--- config.mk ---
export PLATFORM = sky130hd
export DESIGN_NAME = dac_i2s_tx
export DESIGN_NICKNAME = d
export VERILOG_FILES = /design/src/rtl/vs_dac_pkg.sv /design/src/rtl/vs_sync_fifo.sv /design/src/rtl/dac_i2s_tx.sv
export SDC_FILE = /design/constraint.sdc
export NUM_CORES = 1
export LEC_CHECK = 0
export ABC_AREA = 1
export BUFFER_PORTS_ARGS = -buffer_cell sky130_fd_sc_hd__buf_2
export CORE_MARGIN = 1
export CORE_UTILIZATION = 61
export DETAILED_ROUTE_END_ITERATION = 6
export PLACE_DENSITY = 0.79
export SETUP_SLACK_MARGIN = 0.05
export SLEW_MARGIN = 20
export SYNTH_ARGS = -nofsm -noshare
export SYNTH_HDL_FRONTEND = slang
export SYNTH_SLANG_ARGS = --single-unit
--- constraint.sdc ---
create_clock -name clk42_i -period 3.2 [get_ports clk42_i]
set_input_delay 0.8 -clock clk42_i [delete_from_list [all_inputs] [get_ports clk42_i]]
set_output_delay 0.8 -clock clk42_i [all_outputs]
set_load 0.01 [all_outputs]
--- src/rtl/vs_dac_pkg.sv ---
// vs_dac_pkg: shared types and helpers for the DAC serial-audio transmitter.
//   dac_fmt_t   : serial framing, I2S (data one bit clock behind ws) or left-justified
//   dac_ur_t    : behaviour when a frame starts with an empty FIFO
//   dac_level_w : width of a FIFO occupancy counter able to hold 0..depth
package vs_dac_pkg;

  typedef enum logic {
    FMT_I2S = 1'b0,
    FMT_LJ  = 1'b1
  } dac_fmt_t;

  typedef enum logic {
    UR_ZERO = 1'b0,
    UR_HOLD = 1'b1
  } dac_ur_t;

  function automatic int unsigned dac_level_w(input int unsigned depth);
    return $clog2(depth + 1);
  endfunction

endpackage

--- src/rtl/vs_sync_fifo.sv ---
// vs_sync_fifo: single-clock first-word-fall-through FIFO.
//   clk, rst_n    : clock, asynchronous active-low reset (empties the FIFO)
//   push, wdata   : write request and data; ignored while full
//   pop           : read request; ignored while empty
//   rdata         : head entry, valid whenever empty is low
//   full, empty   : registered status flags
//   level         : registered occupancy 0..DEPTH
// DEPTH must be a power of two so the pointers wrap naturally.
module vs_sync_fifo #(
  parameter int unsigned WIDTH = 32,
  parameter int unsigned DEPTH = 8,
  parameter int unsigned LVL_W = $clog2(DEPTH + 1)
) (
  input  logic             clk,
  input  logic             rst_n,
  input  logic             push,
  input  logic [WIDTH-1:0] wdata,
  input  logic             pop,
  output logic [WIDTH-1:0] rdata,
  output logic             full,
  output logic             empty,
  output logic [LVL_W-1:0] level
);

  localparam int unsigned PTR_W = (DEPTH > 1) ? $clog2(DEPTH) : 1;
  localparam logic [LVL_W-1:0] LVL_FULL = LVL_W'(DEPTH);

  logic [WIDTH-1:0] mem [DEPTH];
  logic [PTR_W-1:0] wr_ptr;
  logic [PTR_W-1:0] rd_ptr;
  logic             do_push;
  logic             do_pop;
  logic [LVL_W-1:0] level_nxt;

  always_comb begin
    do_push   = push && !full;
    do_pop    = pop && !empty;
    level_nxt = level;
    if (do_push && !do_pop) begin
      level_nxt = level + LVL_W'(1);
    end else if (!do_push && do_pop) begin
      level_nxt = level - LVL_W'(1);
    end
  end

  always_ff @(posedge clk or negedge rst_n) begin
    if (!rst_n) begin
      wr_ptr <= '0;
      rd_ptr <= '0;
      level  <= '0;
      full   <= 1'b0;
      empty  <= 1'b1;
    end else begin
      if (do_push) begin
        wr_ptr <= wr_ptr + PTR_W'(1);
      end
      if (do_pop) begin
        rd_ptr <= rd_ptr + PTR_W'(1);
      end
      level <= level_nxt;
      full  <= (level_nxt == LVL_FULL);
      empty <= (level_nxt == '0);
    end
  end

  // Storage needs no reset: entries are only visible once counted in level.
  always_ff @(posedge clk) begin
    if (do_push) begin
      mem[wr_ptr] <= wdata;
    end
  end

  assign rdata = mem[rd_ptr];

endmodule

--- src/rtl/dac_i2s_tx.sv ---
// dac_i2s_tx: stereo serial-audio transmitter for the board DAC.
//   clk42_i, res_n_i       : 42 MHz system clock, asynchronous active-low reset
//   en_i                   : serialiser enable; low forces pins to 0 and restarts the frame
//   s_valid_i/s_ready_o    : sample-pair write handshake into the FIFO
//   s_left_i, s_right_i    : two's-complement samples, SAMPLE_W bits each
//   level_o                : FIFO occupancy
//   underrun_o             : sticky, set when a frame starts with an empty FIFO
//   clr_underrun_i         : clears underrun_o (a simultaneous new underrun wins)
//   dac_bck_o/ws_o/data_o  : bit clock, word select (0 = left), serial data MSB first
module dac_i2s_tx
  import vs_dac_pkg::*;
#(
  parameter int unsigned SAMPLE_W   = 16,
  parameter int unsigned SLOT_W     = 16,
  parameter int unsigned FIFO_DEPTH = 8,
  parameter int unsigned BCK_DIV    = 7,
  parameter dac_fmt_t    FMT        = FMT_I2S,
  parameter dac_ur_t     UNDERRUN   = UR_ZERO
) (
  input  logic                                 clk42_i,
  input  logic                                 res_n_i,
  input  logic                                 en_i,
  input  logic                                 s_valid_i,
  output logic                                 s_ready_o,
  input  logic [SAMPLE_W-1:0]                  s_left_i,
  input  logic [SAMPLE_W-1:0]                  s_right_i,
  output logic [dac_level_w(FIFO_DEPTH)-1:0]   level_o,
  output logic                                 underrun_o,
  input  logic                                 clr_underrun_i,
  output logic                                 dac_bck_o,
  output logic                                 dac_ws_o,
  output logic                                 dac_data_o
);

  localparam int unsigned LVL_W   = dac_level_w(FIFO_DEPTH);
  localparam int unsigned PAIR_W  = 2 * SAMPLE_W;
  localparam int unsigned FRAME_W = 2 * SLOT_W;
  localparam int unsigned DIV_W   = $clog2(BCK_DIV + 1);
  localparam int unsigned BIT_W   = $clog2(FRAME_W);

  localparam logic [DIV_W-1:0] DIV_LAST     = DIV_W'(BCK_DIV - 1);
  localparam logic [BIT_W-1:0] BIT_LAST     = BIT_W'(FRAME_W - 1);
  localparam logic [BIT_W-1:0] RIGHT_FIRST  = BIT_W'(SLOT_W);

  // Sample sits in the top of the slot; the padding below it is zero.
  function automatic logic [SLOT_W-1:0] to_slot(input logic [SAMPLE_W-1:0] s);
    return SLOT_W'(s) << (SLOT_W - SAMPLE_W);
  endfunction

  logic [DIV_W-1:0]    div_cnt;
  logic                bck;
  logic [BIT_W-1:0]    bit_cnt;
  logic                ws;
  logic                data;
  logic                lj_bit;   // bit as it would appear in left-justified framing
  logic [FRAME_W-1:0]  sr;
  logic [SAMPLE_W-1:0] held_l;
  logic [SAMPLE_W-1:0] held_r;
  logic                underrun;

  logic                fifo_full;
  logic                fifo_empty;
  logic                fifo_pop;
  logic [PAIR_W-1:0]   fifo_rdata;

  logic                div_tc;
  logic                fall_tick;
  logic                wrap;
  logic                ur_set;
  logic [BIT_W-1:0]    bit_nxt;
  logic [SAMPLE_W-1:0] ld_l;
  logic [SAMPLE_W-1:0] ld_r;
  logic [FRAME_W-1:0]  frame;
  logic [FRAME_W-1:0]  sr_nxt;
  logic                lj_nxt;
  logic                data_nxt;
  logic                ws_nxt;

  vs_sync_fifo #(
    .WIDTH (PAIR_W),
    .DEPTH (FIFO_DEPTH),
    .LVL_W (LVL_W)
  ) u_fifo (
    .clk   (clk42_i),
    .rst_n (res_n_i),
    .push  (s_valid_i),
    .wdata ({s_left_i, s_right_i}),
    .pop   (fifo_pop),
    .rdata (fifo_rdata),
    .full  (fifo_full),
    .empty (fifo_empty),
    .level (level_o)
  );

  always_comb begin
    div_tc    = en_i && (div_cnt == DIV_LAST);
    fall_tick = div_tc && bck;
    wrap      = fall_tick && (bit_cnt == BIT_LAST);
    bit_nxt   = (bit_cnt == BIT_LAST) ? '0 : bit_cnt + BIT_W'(1);
    fifo_pop  = wrap && !fifo_empty;
    ur_set    = wrap && fifo_empty;

    ld_l = '0;
    ld_r = '0;
    if (!fifo_empty) begin
      {ld_l, ld_r} = fifo_rdata;
    end else if (UNDERRUN == UR_HOLD) begin
      ld_l = held_l;
      ld_r = held_r;
    end
    frame = {to_slot(ld_l), to_slot(ld_r)};

    if (wrap) begin
      lj_nxt = frame[FRAME_W-1];
      sr_nxt = {frame[FRAME_W-2:0], 1'b0};
    end else begin
      lj_nxt = sr[FRAME_W-1];
      sr_nxt = {sr[FRAME_W-2:0], 1'b0};
    end

    // I2S sends the previous bit slot's value, giving the one-bit-clock lag.
    data_nxt = (FMT == FMT_LJ) ? lj_nxt : lj_bit;
    ws_nxt   = (bit_nxt >= RIGHT_FIRST);
  end

  always_ff @(posedge clk42_i or negedge res_n_i) begin
    if (!res_n_i) begin
      div_cnt <= '0;
      bck     <= 1'b0;
      bit_cnt <= '0;
      ws      <= 1'b0;
      data    <= 1'b0;
      lj_bit  <= 1'b0;
      sr      <= '0;
    end else if (!en_i) begin
      // Clearing the shift register makes the first frame after enable silent.
      div_cnt <= '0;
      bck     <= 1'b0;
      bit_cnt <= '0;
      ws      <= 1'b0;
      data    <= 1'b0;
      lj_bit  <= 1'b0;
      sr      <= '0;
    end else begin
      div_cnt <= div_tc ? '0 : div_cnt + DIV_W'(1);
      if (div_tc) begin
        bck <= ~bck;
      end
      if (fall_tick) begin
        bit_cnt <= bit_nxt;
        ws      <= ws_nxt;
        lj_bit  <= lj_nxt;
        data    <= data_nxt;
        sr      <= sr_nxt;
      end
    end
  end

  // Held pair and underrun flag survive en_i low; only reset clears them.
  always_ff @(posedge clk42_i or negedge res_n_i) begin
    if (!res_n_i) begin
      held_l   <= '0;
      held_r   <= '0;
      underrun <= 1'b0;
    end else begin
      if (fifo_pop) begin
        {held_l, held_r} <= fifo_rdata;
      end
      if (ur_set) begin
        underrun <= 1'b1;
      end else if (clr_underrun_i) begin
        underrun <= 1'b0;
      end
    end
  end

  assign s_ready_o  = ~fifo_full;
  assign underrun_o = underrun;
  assign dac_bck_o  = bck;
  assign dac_ws_o   = ws;
  assign dac_data_o = data;

endmodule

## Word level (Yosys, flattened, before mapping)

Memories as Yosys holds them, arrays and structs flattened.
Index checks and enable logic that the tools add are counted.

- Bits in registers: 57
- Memory bits (writable): 256
- Bits of input ports: 37
- Output and inout port bits: 9
- Word-level logic and storage cells: 68
- Memories: 1

Memory list:

| memory | words | width | rd ports | clocked after memory_dff | wr ports | line | text |
|---|---|---|---|---|---|---|---|
| u_fifo.mem | 8 | 32 | 1 | 0 | 1 | vs_sync_fifo.sv:28 | `logic [WIDTH-1:0] mem [DEPTH];` |

- Add/subtract/negate cells: 6
- Order comparisons: 1
- Equal/unequal tests: 5
- Muxes and demuxes: 25
- Bitwise logic cells: 2
- Reductions and logical operators: 15

Operators with widths:

| kind | number |
|---|---|
| $mux W32 | 3 |
| $mux W16 | 2 |
| $mux W5 | 3 |
| $mux W1 | 13 |
| $add A3 B1 Y3 const B | 3 |
| $logic_and A1 B1 Y1 | 9 |
| $mux W4 | 2 |
| $mux W3 | 2 |
| $add A5 B1 Y5 const B | 1 |
| $eq A5 B5 Y1 const B | 1 |
| $ge A5 B5 Y1 const B | 1 |
| $add A4 B1 Y4 const B | 1 |
| $eq A4 B4 Y1 const B | 1 |
| $logic_not A1 Y1 | 4 |
| $logic_not A4 Y1 | 1 |
| $ne A2 B1 Y1 const B | 2 |
| $sub A4 B1 Y4 const B | 1 |
| $eq A3 B3 Y1 const B | 1 |
| $not A1 Y1 | 2 |
| $reduce_bool A2 Y1 | 1 |

## Logic depth before layout (Yosys ltp)

- Depth after elaboration: 10
- Mapped depth: 12
- Mapped depth without buffers: 12

## By module

From an unflattened synthesis, not the netlist that was laid out.

- Cells, all modules: 1197
- Area, all modules: 13125.1 sq um

Modules (own cells, without submodules):

| module | instances | cells an instance | area an instance (sq um) | sequential area each (sq um) |
|---|---|---|---|---|
| vs_sync_fifo | 1 | 880 | 10701.5 | 7988.9 |
| dac_i2s_tx | 1 | 317 | 2423.6 | 1076.0 |

## Worst setup path after synthesis

OpenSTA, ideal clock, no wires.

- Path kind: in2reg
- Start point: input port s_valid_i
- End point: memory u_fifo.mem[1][0], enable pin
- Setup time: 0.421 ns
- Arrival: 2.635 ns
- Data required time: 2.779 ns
- Setup slack: 0.144 ns
- Stages: 4
- Buffers on the path: 0
- Path through: nand2_1 -> inv_1 -> nand2_1 -> nor2_1

- Cells in the longest elaborated chain, start to end: 3

Ends and longest elaborated chain:

| element | line | text |
|---|---|---|
| start, declared | dac_i2s_tx.sv:23 | `input logic s_valid_i,` |
| $logic_and A1 B1 Y1 | vs_sync_fifo.sv:36 | `do_push = push && !full;` |
| $mux W1 | vs_sync_fifo.sv:68 | `if (do_push) begin` |
| $mux W1 (implied by the code) | vs_sync_fifo.sv:69 | `mem[wr_ptr] <= wdata;` |
| end, declared | vs_sync_fifo.sv:28 |  |

No other way between the ends.

## Final worst setup path

- Start point: register bit_cnt[0]
- End point: register u_fifo.rd_ptr[2]

- Cells in the longest elaborated chain, start to end: 4

Ends and longest elaborated chain:

| element | line | text |
|---|---|---|
| start, declared | dac_i2s_tx.sv:52 | `logic [BIT_W-1:0] bit_cnt;` |
| start signal, assigned | dac_i2s_tx.sv:150 | `bit_cnt <= bit_nxt;` |
| $eq A5 B5 Y1 | dac_i2s_tx.sv:98 | `wrap = fall_tick && (bit_cnt == BIT_LAST);` |
| $logic_and A1 B1 Y1 | dac_i2s_tx.sv:98 |  |
| $logic_and A1 B1 Y1 | dac_i2s_tx.sv:100 | `fifo_pop = wrap && !fifo_empty;` |
| $logic_and A1 B1 Y1 | vs_sync_fifo.sv:37 | `do_pop = pop && !empty;` |
| end signal, assigned | vs_sync_fifo.sv:58 | `rd_ptr <= rd_ptr + PTR_W'(1);` |
| end, declared | vs_sync_fifo.sv:30 | `logic [PTR_W-1:0] rd_ptr;` |

No other way between the ends.
A chain may end at the register's enable or synchronous reset.

==> impl_metrics.sql <==
INSERT INTO impl_metrics (metric_group, metric, value, unit) VALUES
('yosys', 'synth.yosys.warnings', '0', ''),
('yosys', 'synthXorXnorAreaFrac', '0.430', '%'),
('yosys', 'post_synth_mux_area_share', '0', '%'),
('power', 'p_leak', '4.86', 'nW'),
('power', 'total_switching_power', '0.00222', 'W'),
('sta', 'worst_slew_margin_rel', '50.2', '%'),
('hold_path', 'hold_crit_path_type', 'in2async', ''),
('yosys', 'syn-cell-area', '0.0122', 'sq mm'),
('floorplan', 'floorplan.die_area', '0.0206', 'sq mm'),
('yosys', 'synth_largest_area_cell', 'edfxtp_1', ''),
('floorplan', 'die_h', '144', 'um'),
('route', 'drt-vias-per-instance', '6.23', ''),
('placed_design', 'port_buffers', '45', ''),
('global_route', 'grt_first_pass_wirelength', '42.1', 'mm'),
('sta', 'post_route_minimum_period', '2.37', 'ns'),
('critical_path', 'worstSetupPathType', 'reg2reg', ''),
('cts', 'postCtsHoldBufs', '0', ''),
('power', 'power_report.internal_total', '0.00718', 'W'),
('yosys', 'synthDistinctLibCells', '31', ''),
('placed_design', 'gpl.final_weighted_congestion', '0.799', ''),
('final_layout', 'area_growth_syn_to_layout', '13.3', '%'),
('global_route', 'number_of_antenna_violations_at_the_first_check_in_global_routing', '0', ''),
('placed_design', 'post-dp-hpwl', '14.7', 'mm'),
('power', 'vdd_drop_max', '0.000616', 'V'),
('power', 'sequentialPowerShare', '53.6', '%'),
('cts', 'cts_resized', '0', ''),
('route', 'via_count', '7900', ''),
('floorplan', 'design.portCount', '46', ''),
('final_layout', 'share_of_post_route_cells_with_drive_strength_above_1', '13.8', '%'),
('critical_path', 'rr_startpoint', 'bit_cnt[0]$_DFFE_PN0P_', ''),
('cts', 'cts_buffer_depth', '3', ''),
('flow_run', 'maxCapViolations', '0', ''),
('global_route', 'globalRouteOverflowTotal', '0', ''),
('cts', 'postCtsSetupBuffers', '0', ''),
('status', 'outcome', 'complete, no violations', ''),
('critical_path', 'cp_data_required_time', '3.63', 'ns'),
('yosys', 'proportion_of_synthesized_chip_area_in_sequential_cells', '74.1', '%'),
('critical_path', 'timing.reg2reg.setup_slack', '0.83', 'ns'),
('sta', 'max_freq', '422', 'MHz'),
('floorplan', 'core', '0.0196', 'sq mm'),
('critical_path', 'timing.critical_path.arrival', '2.80', 'ns'),
('cts', 'clk_latency', '0.56', 'ns'),
('power', 'comb_power_share', '9.0', '%'),
('yosys', 'synth_cells', '938', ''),
('final_layout', 'diodes', '0', ''),
('cts', 'cts-buffers-inserted', '30', ''),
('power', 'power_share_of_the_clock_group', '37.4', '%'),
('cts', 'clkSinkCount', '311', ''),
('floorplan', 'num_rows', '51', ''),
('critical_path', 'timing.critical_path.to', 'u_fifo.rd_ptr[2]$_DFFE_PN0P_', ''),
('route', 'drt-initial-drc-count', '871', ''),
('floorplan', 'initial_core_util', '62.4', '%'),
('cts', 'cts_root_buf', 'clkbuf_16', ''),
('cts', 'cts_tree', 'built', ''),
('power', 'sw_frac_of_total', '23.6', '%'),
('yosys', 'synth-seq-cells', '311', ''),
('sta', 'report.final.setup_viol', '0', ''),
('route', 'detail_route.drc_violations', '0', ''),
('sta', 'fin_crit_sh', '74.1', '%'),
('yosys', 'yosys_top_cell_area_share', '62.8', '%'),
('critical_path', 'crit_path_capture_type', 'register', ''),
('sta', 'fin_setup_tns', '0', 'ns'),
('yosys', 'synthAdderAreaFrac', '0.818', '%'),
('yosys', 'synth_top_family_by_area', 'simple AND/OR/NAND/NOR gates', ''),
('global_route', 'via_count_of_the_first_global_routing_pass', '7792', ''),
('yosys', 'synth_area_per_cell', '13.0', 'sq um'),
('critical_path', 'ff2ff_path_depth', '8', ''),
('sta', 'drv_slew', '0', ''),
('route', 'drt-pass1-iter-count', '5', ''),
('critical_path', 'crit_fanout', '35', ''),
('final_layout', 'layout.core_utilization', '70.8', '%');
==> metal layers <==
layer | global-route usage (%) | vias to the layer above | routed length, um
li1 | - | 3538 | -
met4 | 10.3 | 0 | 719
met2 | 45.9 | 454 | 13400
met5 | 0 | - | 0
met1 | 36.4 | 3851 | 10500
met3 | 4.00 | 57 | 2430
==> kinds of logic (layout without fill, tap and decap cells) <==
group,Yosys count,in the layout
xor+xnor,6,6
compound gates,207,207
buf+inv,84,149
fa+ha+maj,8,8
flops,311,311
simple gates,322,322
==> Yosys cell counts, drive strengths merged <==
master	number
ha	8
nand3	68
nand4	4
nand3b	1
o221ai	63
dfrtp	54
nand2	98
clkinv	3
clkbuf	39
nor3	1
inv	24
buf	18
dfstp	1
nor2	149
xor2	4
xnor2	2
edfxtp	256
a22o	3
or2	1
o22ai	1
a21oi	1
o211ai	4
o21ai	135
==> worst max-delay path, cell delays in order (launching register included) <==
cell and delay (ns):
dfrtp_1 0.39, ha_1 0.19, nand2_1 0.08, nor2_1 0.11, ha_1 0.32, nand4_4 0.21, inv_2 0.60, nand2_1 0.15
xor2_1 0.18
==> power by group through the flow <==
stage / clock [W] / sequential (W) / combinational, W
2_1_floorplan: 0 / 0.00511 / 0.000419
3_3_place_gp: 0 / 0.00510 / 0.000809
3_5_place_dp: 0 / 0.00511 / 0.000840
4_1_cts: 0.00354 / 0.00503 / 0.000850
5_1_grt: 0.00369 / 0.00507 / 0.000928
6_report: 0.00352 / 0.00504 / 0.000847
==> cell usage in the layout (no fill, tap or decap), types with 4 or more instances in the layout <==
cell type,synthesis,final
buf_12,0,8
buf_2,16,45
buf_4,2,13
clkbuf_1,39,5
clkbuf_16,0,31
clkinv_1,3,9
clkinv_2,0,7
dfrtp_1,54,53
edfxtp_1,256,256
ha_1,8,8
inv_1,21,21
nand2_1,94,94
nand3_1,68,68
nor2_1,146,137
nor2_4,2,10
o211ai_1,4,4
o21ai_0,131,131
o21ai_1,4,4
o221ai_1,63,63
xor2_1,4,4
==> flip-flops by register name (all words and copies together), names as in the netlist <==
register / count
div_cnt: 3
u_fifo.empty: 1
u_fifo.level: 4
dac_data_o: 1
bit_cnt: 5
u_fifo.rd_ptr: 3
underrun_o: 1
u_fifo.full: 1
u_fifo.mem: 256
sr: 31
dac_bck_o: 1
data_nxt: 1
u_fifo.wr_ptr: 3
==> per-stage QoR <==
step	hold slack (ns)	std cells	total power (W)	instance area, sq um	setup slack (ns)
after floorplan	0.432	938	0.00553	12200	0.144
after global placement	0.451	1212	0.00590	12900	0.618
after detailed placement	0.460	1212	0.00595	12900	0.580
after CTS	0.307	1268	0.00942	13900	0.836
after global routing	0.345	1268	0.00969	13900	0.655
final	0.301	1268	0.00940	13900	0.828
==> worst min-delay path by stage <==
stage / from / end / slack, ns / cells past startpoint
6_report: res_n_i / sr[16]$_DFFE_PN0P_ / 0.30 / 1
5_1_grt: res_n_i / u_fifo.rd_ptr[0]$_DFFE_PN0P_ / 0.35 / 1
3_5_place_dp: div_cnt[0]$_DFF_PN0_ / div_cnt[0]$_DFF_PN0_ / 0.46 / 1
2_1_floorplan: div_cnt[0]$_DFF_PN0_ / div_cnt[0]$_DFF_PN0_ / 0.43 / 1
4_1_cts: res_n_i / u_fifo.rd_ptr[0]$_DFFE_PN0P_ / 0.31 / 1
3_3_place_gp: div_cnt[0]$_DFF_PN0_ / div_cnt[0]$_DFF_PN0_ / 0.45 / 1
==> cell type report <==
type,count,area [sq um]
flip-flops and latches,311,9070
repair buffers,66,483
well taps,265,332
fillers,1254,5730
multi-input cells,543,2890
inverters,27,103
clock inverters,18,166
clock buffers,38,822
No activity file was read; power rests on OpenSTA's default activity.
